**src/rtl/segment_sampler.sv**
```systemverilog
// Proposal generator for a stochastic local-search solver: draws a new value for one
// variable inside [from, to], either uniformly (rejection sampling) or exponentially biased.
//
// state | meaning
// IDLE  | ready for a request; out_ready=1
// CHECK | validate type and bounds, compute span
// DRAW  | one LFSR word consumed per cycle; uniform may repeat on rejection
// DONE  | result held on outputs until in_ready
module segment_sampler #(
    parameter int WIDTH       = 8,
    parameter int NUM_VARS    = 4,
    parameter int INDEX_WIDTH = 2,
    parameter int MAX_TRIES   = 8
) (
    input  logic                          in_clock,
    input  logic                          in_reset,
    input  logic [15:0]                   in_seed,
    input  logic                          in_valid,
    output logic                          out_ready,
    input  logic [INDEX_WIDTH-1:0]        in_var_index,
    input  logic signed [WIDTH-1:0]       in_from,
    input  logic signed [WIDTH-1:0]       in_to,
    input  logic [1:0]                    in_type,
    input  logic [WIDTH-1:0]              in_weight,
    output logic                          out_valid,
    input  logic                          in_ready,
    output logic signed [WIDTH-1:0]       out_proposed_value,
    output logic [INDEX_WIDTH-1:0]        out_var_index,
    output logic                          out_error,
    output logic                          out_fallback
);

    localparam int TW = $clog2(MAX_TRIES + 1);
    localparam logic [1:0] TYPE_UNIFORM = 2'd3;
    localparam logic [1:0] TYPE_EXPUP   = 2'd2;
    localparam logic [1:0] TYPE_INVALID = 2'd0;

    if (NUM_VARS > (1 << INDEX_WIDTH)) begin : g_bad_index_width
        $error("INDEX_WIDTH too small for NUM_VARS");
    end

    typedef enum logic [1:0] {IDLE, CHECK, DRAW, DONE} state_t;

    state_t                   state_q, state_d;
    logic [INDEX_WIDTH-1:0]   idx_q, idx_d;
    logic signed [WIDTH-1:0]  from_q, from_d;
    logic signed [WIDTH-1:0]  to_q, to_d;
    logic [1:0]               type_q, type_d;
    logic [WIDTH-1:0]         weight_q, weight_d;
    logic [TW-1:0]            tries_q, tries_d;
    logic [15:0]              lfsr_q, lfsr_d;
    logic signed [WIDTH-1:0]  val_q, val_d;
    logic                     err_q, err_d;
    logic                     fb_q, fb_d;

    logic signed [WIDTH:0]    from_x, to_x, span;
    logic [WIDTH-1:0]         span_u, mask, lfsr_w, r;
    logic                     r_ok;
    logic signed [WIDTH:0]    uni_x, up_x, down_x;
    logic [4:0]               ones;
    logic                     stop;
    logic [3:0]               k;
    logic [WIDTH+3:0]         prod;
    logic [WIDTH-1:0]         offset;
    logic [15:0]              lfsr_next;

    // Datapath: all bound arithmetic is done one bit wider so nothing wraps.
    always_comb begin
        from_x = {from_q[WIDTH-1], from_q};
        to_x   = {to_q[WIDTH-1], to_q};
        span   = to_x - from_x;
        span_u = span[WIDTH-1:0];

        mask = '0;
        for (int i = 0; i < WIDTH; i++) begin
            mask = mask | (span_u >> i);
        end
        for (int i = 0; i < WIDTH; i++) begin
            lfsr_w[i] = lfsr_q[i % 16];
        end
        r     = lfsr_w & mask;
        r_ok  = (r <= span_u);
        uni_x = from_x + {1'b0, r};

        ones = '0;
        stop = 1'b0;
        for (int i = 0; i < 16; i++) begin
            if (!lfsr_q[i]) begin
                stop = 1'b1;
            end else if (!stop) begin
                ones = ones + 5'd1;
            end
        end
        k      = (ones > 5'd15) ? 4'd15 : ones[3:0];
        prod   = (WIDTH+4)'(k) * (WIDTH+4)'(weight_q);
        offset = (prod > (WIDTH+4)'(span_u)) ? span_u : prod[WIDTH-1:0];
        up_x   = to_x - {1'b0, offset};
        down_x = from_x + {1'b0, offset};

        lfsr_next = lfsr_q[0] ? ((lfsr_q >> 1) ^ 16'hB400) : (lfsr_q >> 1);
    end

    always_comb begin
        state_d  = state_q;
        idx_d    = idx_q;
        from_d   = from_q;
        to_d     = to_q;
        type_d   = type_q;
        weight_d = weight_q;
        tries_d  = tries_q;
        lfsr_d   = lfsr_q;
        val_d    = val_q;
        err_d    = err_q;
        fb_d     = fb_q;
        case (state_q)
            IDLE: begin
                if (in_valid) begin
                    idx_d    = in_var_index;
                    from_d   = in_from;
                    to_d     = in_to;
                    type_d   = in_type;
                    weight_d = in_weight;
                    tries_d  = '0;
                    err_d    = 1'b0;
                    fb_d     = 1'b0;
                    state_d  = CHECK;
                end
            end
            CHECK: begin
                if (type_q == TYPE_INVALID || span[WIDTH]) begin
                    val_d   = from_q;
                    err_d   = 1'b1;
                    state_d = DONE;
                end else begin
                    state_d = DRAW;
                end
            end
            DRAW: begin
                lfsr_d = lfsr_next;
                if (type_q == TYPE_UNIFORM) begin
                    if (r_ok) begin
                        val_d   = uni_x[WIDTH-1:0];
                        state_d = DONE;
                    end else if (tries_q == TW'(MAX_TRIES - 1)) begin
                        val_d   = from_q;
                        fb_d    = 1'b1;
                        state_d = DONE;
                    end else begin
                        tries_d = tries_q + TW'(1);
                    end
                end else begin
                    val_d   = (type_q == TYPE_EXPUP) ? up_x[WIDTH-1:0] : down_x[WIDTH-1:0];
                    state_d = DONE;
                end
            end
            DONE: begin
                if (in_ready) begin
                    state_d = IDLE;
                end
            end
            default: state_d = IDLE;
        endcase
    end

    always_ff @(posedge in_clock) begin
        if (!in_reset) begin
            state_q  <= IDLE;
            idx_q    <= '0;
            from_q   <= '0;
            to_q     <= '0;
            type_q   <= '0;
            weight_q <= '0;
            tries_q  <= '0;
            lfsr_q   <= (in_seed == 16'h0000) ? 16'h0001 : in_seed;
            val_q    <= '0;
            err_q    <= 1'b0;
            fb_q     <= 1'b0;
        end else begin
            state_q  <= state_d;
            idx_q    <= idx_d;
            from_q   <= from_d;
            to_q     <= to_d;
            type_q   <= type_d;
            weight_q <= weight_d;
            tries_q  <= tries_d;
            lfsr_q   <= lfsr_d;
            val_q    <= val_d;
            err_q    <= err_d;
            fb_q     <= fb_d;
        end
    end

    assign out_ready          = (state_q == IDLE);
    assign out_valid          = (state_q == DONE);
    assign out_proposed_value = val_q;
    assign out_var_index      = idx_q;
    assign out_error          = err_q;
    assign out_fallback       = fb_q;

endmodule
```
**config.mk**
```make
export PLATFORM = sky130hd
export DESIGN_NAME = segment_sampler
export DESIGN_NICKNAME = d
export VERILOG_FILES = /design/src/rtl/segment_sampler.sv
export SDC_FILE = /design/constraint.sdc
export NUM_CORES = 1
export LEC_CHECK = 0
export CORE_UTILIZATION = 29
export CTS_BUF_LIST = sky130_fd_sc_hd__clkbuf_8
export DETAILED_ROUTE_END_ITERATION = 8
export SYNTH_ARGS = -nofsm -noshare
export SYNTH_HDL_FRONTEND = slang
export SYNTH_SLANG_ARGS = --single-unit
```
**constraint.sdc**
```tcl
create_clock -name in_clock -period 41.2 [get_ports in_clock]
set_input_delay 8.24 -clock in_clock [delete_from_list [all_inputs] [get_ports in_clock]]
set_output_delay 8.24 -clock in_clock [all_outputs]
set_load 0.005 [all_outputs]
```
==> results.py <==
metrics = {
    "critical_path": {
        "r2r-start": "lfsr_q[0]$_DFFE_PP_",
        "path_class": "register to register",
        "cp.arrival_ps": 17410,
        "critPathRequiredTime_ps": 41450,
        "reg2reg_depth": 78,
        "cpMostUsedCell": "ha_1",
        "critPathLaunchType": "register",
        "worstReg2RegEnd": "out_proposed_value[6]$_SDFFE_PN0P_",
        "worst-r2r-setup-slack_ps": 24040,
        "cpPeakStageDelay_ps": 850,
        "cp_max_fo": 17,
        "end_kind": "register",
        "crit_path_top_delay_cell": "edfxtp_1",
    },
    "final_layout": {
        "fin_nets": 1141,
        "fillCellCount": 2834,
        "area_growth_pct": 13.5,
        "final_cell_area_um2": 8770,
        "antenna_cells": 0,
        "final_core_util_pct": 33.6,
        "drive_above_1_share_pct": 7.58,
        "final_cell_mix": "110 x nand2_1, 83 x a21oi_1, 81 x inv_1, 79 x ha_1, 61 x clkdlybuf4s50_1",
        "layout_commonest_cell": "nand2_1",
    },
    "timing": {
        "finalSetupViolCount": 0,
        "final.setup.tns_ps": 0,
        "maxSlewHeadroom_pct": 21.8,
        "max_freq_mhz": 58.3,
        "slew_violations": 0,
        "min_period_ps": 17160,
        "fin_crit_sh_pct": 41.6,
        "finalHoldViolCount": 0,
        "rsz0062_at_grt": "no",
        "skew_ps": 17.4,
        "fin_hold_ws_ps": 457,
        "worstMarginPinSlew_ps": 1140,
    },
    "pwr": {
        "switching_share_pct": 49.9,
        "intPower_mw": 0.227,
        "ir_drop_uv": 42.2,
        "clock_power_share_pct": 11.4,
        "leakage_nw": 3.45,
        "p_switching_mw": 0.226,
        "p_per_area_nw_per_um2": 51.6,
        "seq_power_share_pct": 20.7,
        "p_comb_share_pct": 67.9,
        "power_mw": 0.453,
    },
    "floorplan": {
        "die_area_um2": 27300,
        "rows": 59,
        "pin_count": 62,
        "die_x_um": 165,
        "dieHeight_um": 165,
        "coreArea_um2": 26100,
        "start_util_pct": 29.6,
    },
    "clock_network": {
        "cts_tree": "done",
        "cts_hold_buf": 0,
        "clock_latency_ps": 380,
        "numCtsBuffers": 9,
        "cts_setup_buffers": 0,
        "cts_root_buf": "clkbuf_8",
        "clock_sinks": 60,
        "cts-htree-levels": 3,
        "ctsResizeCount": 0,
        "cts.reportedPaths.clkPinSlew_ps": 90,
        "clockBufferDepth": 2,
    },
    "global_route": {
        "grt_pass1_vias": 6567,
        "met1_usage_pct": 21.0,
        "grt_max_degree": 34,
        "grtUsageMet3_pct": 2.42,
        "antenna_found_initial": 0,
        "use_met2_pct": 25.1,
        "overflow": 0,
        "grt-busiest-layer": "met2",
        "grt_pass1_wl_mm": 33.4,
        "track_usage_pct": 15.5,
    },
    "drt": {
        "postRouteAntennaNets": 0,
        "drt_iter0_drc": 437,
        "vias_per_cell": 5.24,
        "vias": 7010,
        "wirelength_mm": 20.6,
        "post-route-drc-count": 4,
        "dr.pass1.iters": 7,
        "wl_per_cell_um": 15.4,
    },
    "placement": {
        "numPortBuffers": 61,
        "finalWeightedCongestion": 0.872,
        "hpwl_mm": 16.2,
        "dpl_cell_area_um2": 8600,
    },
    "hold_path": {
        "min_path_type": "register to register",
        "whs_path_depth": 2,
        "min_to": "out_proposed_value[4]$_SDFFE_PN0P_",
        "min_from": "out_proposed_value[4]$_SDFFE_PN0P_",
    },
    "synthesis": {
        "ys_warn_count": 0,
        "synth_cell_types": 94,
        "async_flop_share_pct": 0,
        "dominantRegCellSynth": "dfxtp_1",
        "syn_area_per_cell_um2": 8.04,
        "synth_nets": 1105,
        "syn_area_um2": 7730,
        "seq_area_frac_synth_pct": 17.6,
        "synth_seq_cells": 60,
        "synth_enable_flop_cells": 16,
        "syn-instance-count": 962,
    },
    "status": {
        "violations": "DRC",
        "outcome": "finished with violations",
    },
    "run": {
        "max_cap_viol_count": 0,
    },
}
[critical path, delay by kind of cell, from the launching register on]
family | cells | cell delay [ps]
AOI/OAI and AO/OA | 27 | 4540
xor gates and xnor gates | 5 | 1230
adders and majority gates | 14 | 4630
buffers and inverters | 6 | 680
DFF | 1 | 850
muxes | 6 | 1230
and+or+nand+nor | 20 | 3860
[sequential cells by signal (all words and copies together), names as in the netlist, 2 cells and up]
name	flops
lfsr_q	16
out_proposed_value	8
to_q	8
tries_q	4
from_q	8
weight_q	8
state_q	2
type_q	2
out_var_index	2
[power groups by stage]
stage	logic [mW]	clock network (mW)	registers [mW]
after floorplan	0.241	0	0.0824
after global placement	0.301	0	0.0945
after detailed placement	0.304	0	0.0946
after CTS	0.306	0.0535	0.0933
after global routing	0.343	0.0553	0.0960
final	0.307	0.0518	0.0937
[cell usage after synthesis (18+ instances only)]
cell type  number  area, um2
nand2_1       110        413
a21oi_1        83        415
inv_1          80        300
ha_1           79        988
nor2_1         55        206
o21ai_0        46        230
xnor2_1        45        394
dfxtp_1        44        881
clkbuf_1       23       86.3
a21o_1         19        143
nand3_1        19       95.1
mux2i_1        18        180
nor2b_1        18        113
[layout make-up]
type | count | area, um2 | share of cell area, %
inverters | 81 | 304 | 3.47
clock inverters | 7 | 51.3 | 0.585
clock buffers | 9 | 124 | 1.41
well taps | 335 | 419 | 4.78
flip-flops and latches | 60 | 1360 | 15.5
repair buffers | 66 | 648 | 7.39
multi-input cells | 780 | 5860 | 66.9
[how the worst max path moves through the flow]
| stage | startpoint | cells after the start | endpoint | slack (ps) |
|---|---|---|---|---|
| floorplan | lfsr_q[1]$_DFFE_PP_ | 83 | out_proposed_value[7]$_SDFFE_PN0P_ | 25960 |
| global placement | lfsr_q[0]$_DFFE_PP_ | 79 | out_proposed_value[6]$_SDFFE_PN0P_ | 24680 |
| detailed placement | lfsr_q[0]$_DFFE_PP_ | 79 | out_proposed_value[6]$_SDFFE_PN0P_ | 24230 |
| CTS | lfsr_q[0]$_DFFE_PP_ | 79 | out_proposed_value[6]$_SDFFE_PN0P_ | 24160 |
| global route | lfsr_q[0]$_DFFE_PP_ | 78 | out_proposed_value[6]$_SDFFE_PN0P_ | 22520 |
| finish | lfsr_q[0]$_DFFE_PP_ | 78 | out_proposed_value[6]$_SDFFE_PN0P_ | 24040 |
[metrics by stage]
stage               worst slack (ps)  cells
floorplan                      25960    962
global placement               24680   1322
detailed placement             24230   1322
CTS                            24160   1338
global route                   22520   1338
finish                         24040   1338
[logic make-up (layout without fill, tap and decap cells)]
family	count (synthesis)	count (layout)	share of synthesized area, %
AOI/OAI and AO/OA	274	274	23.8
and+or+nand+nor	305	305	20.4
DFF	60	60	17.6
muxes	37	37	5.44
adders and majority gates	95	95	16.9
buffers and inverters	122	163	6.62
xor gates and xnor gates	69	69	9.21
[routing by layer]
layer | part of all wire, % | vias to the layer above
li1 | - | 3495
met1 | 48 | 3296
met2 | 45 | 188
met3 | 5.3 | 31
met4 | 1.9 | 0
met5 | 0 | -
Note: power is estimated with default switching activity, not from simulation.
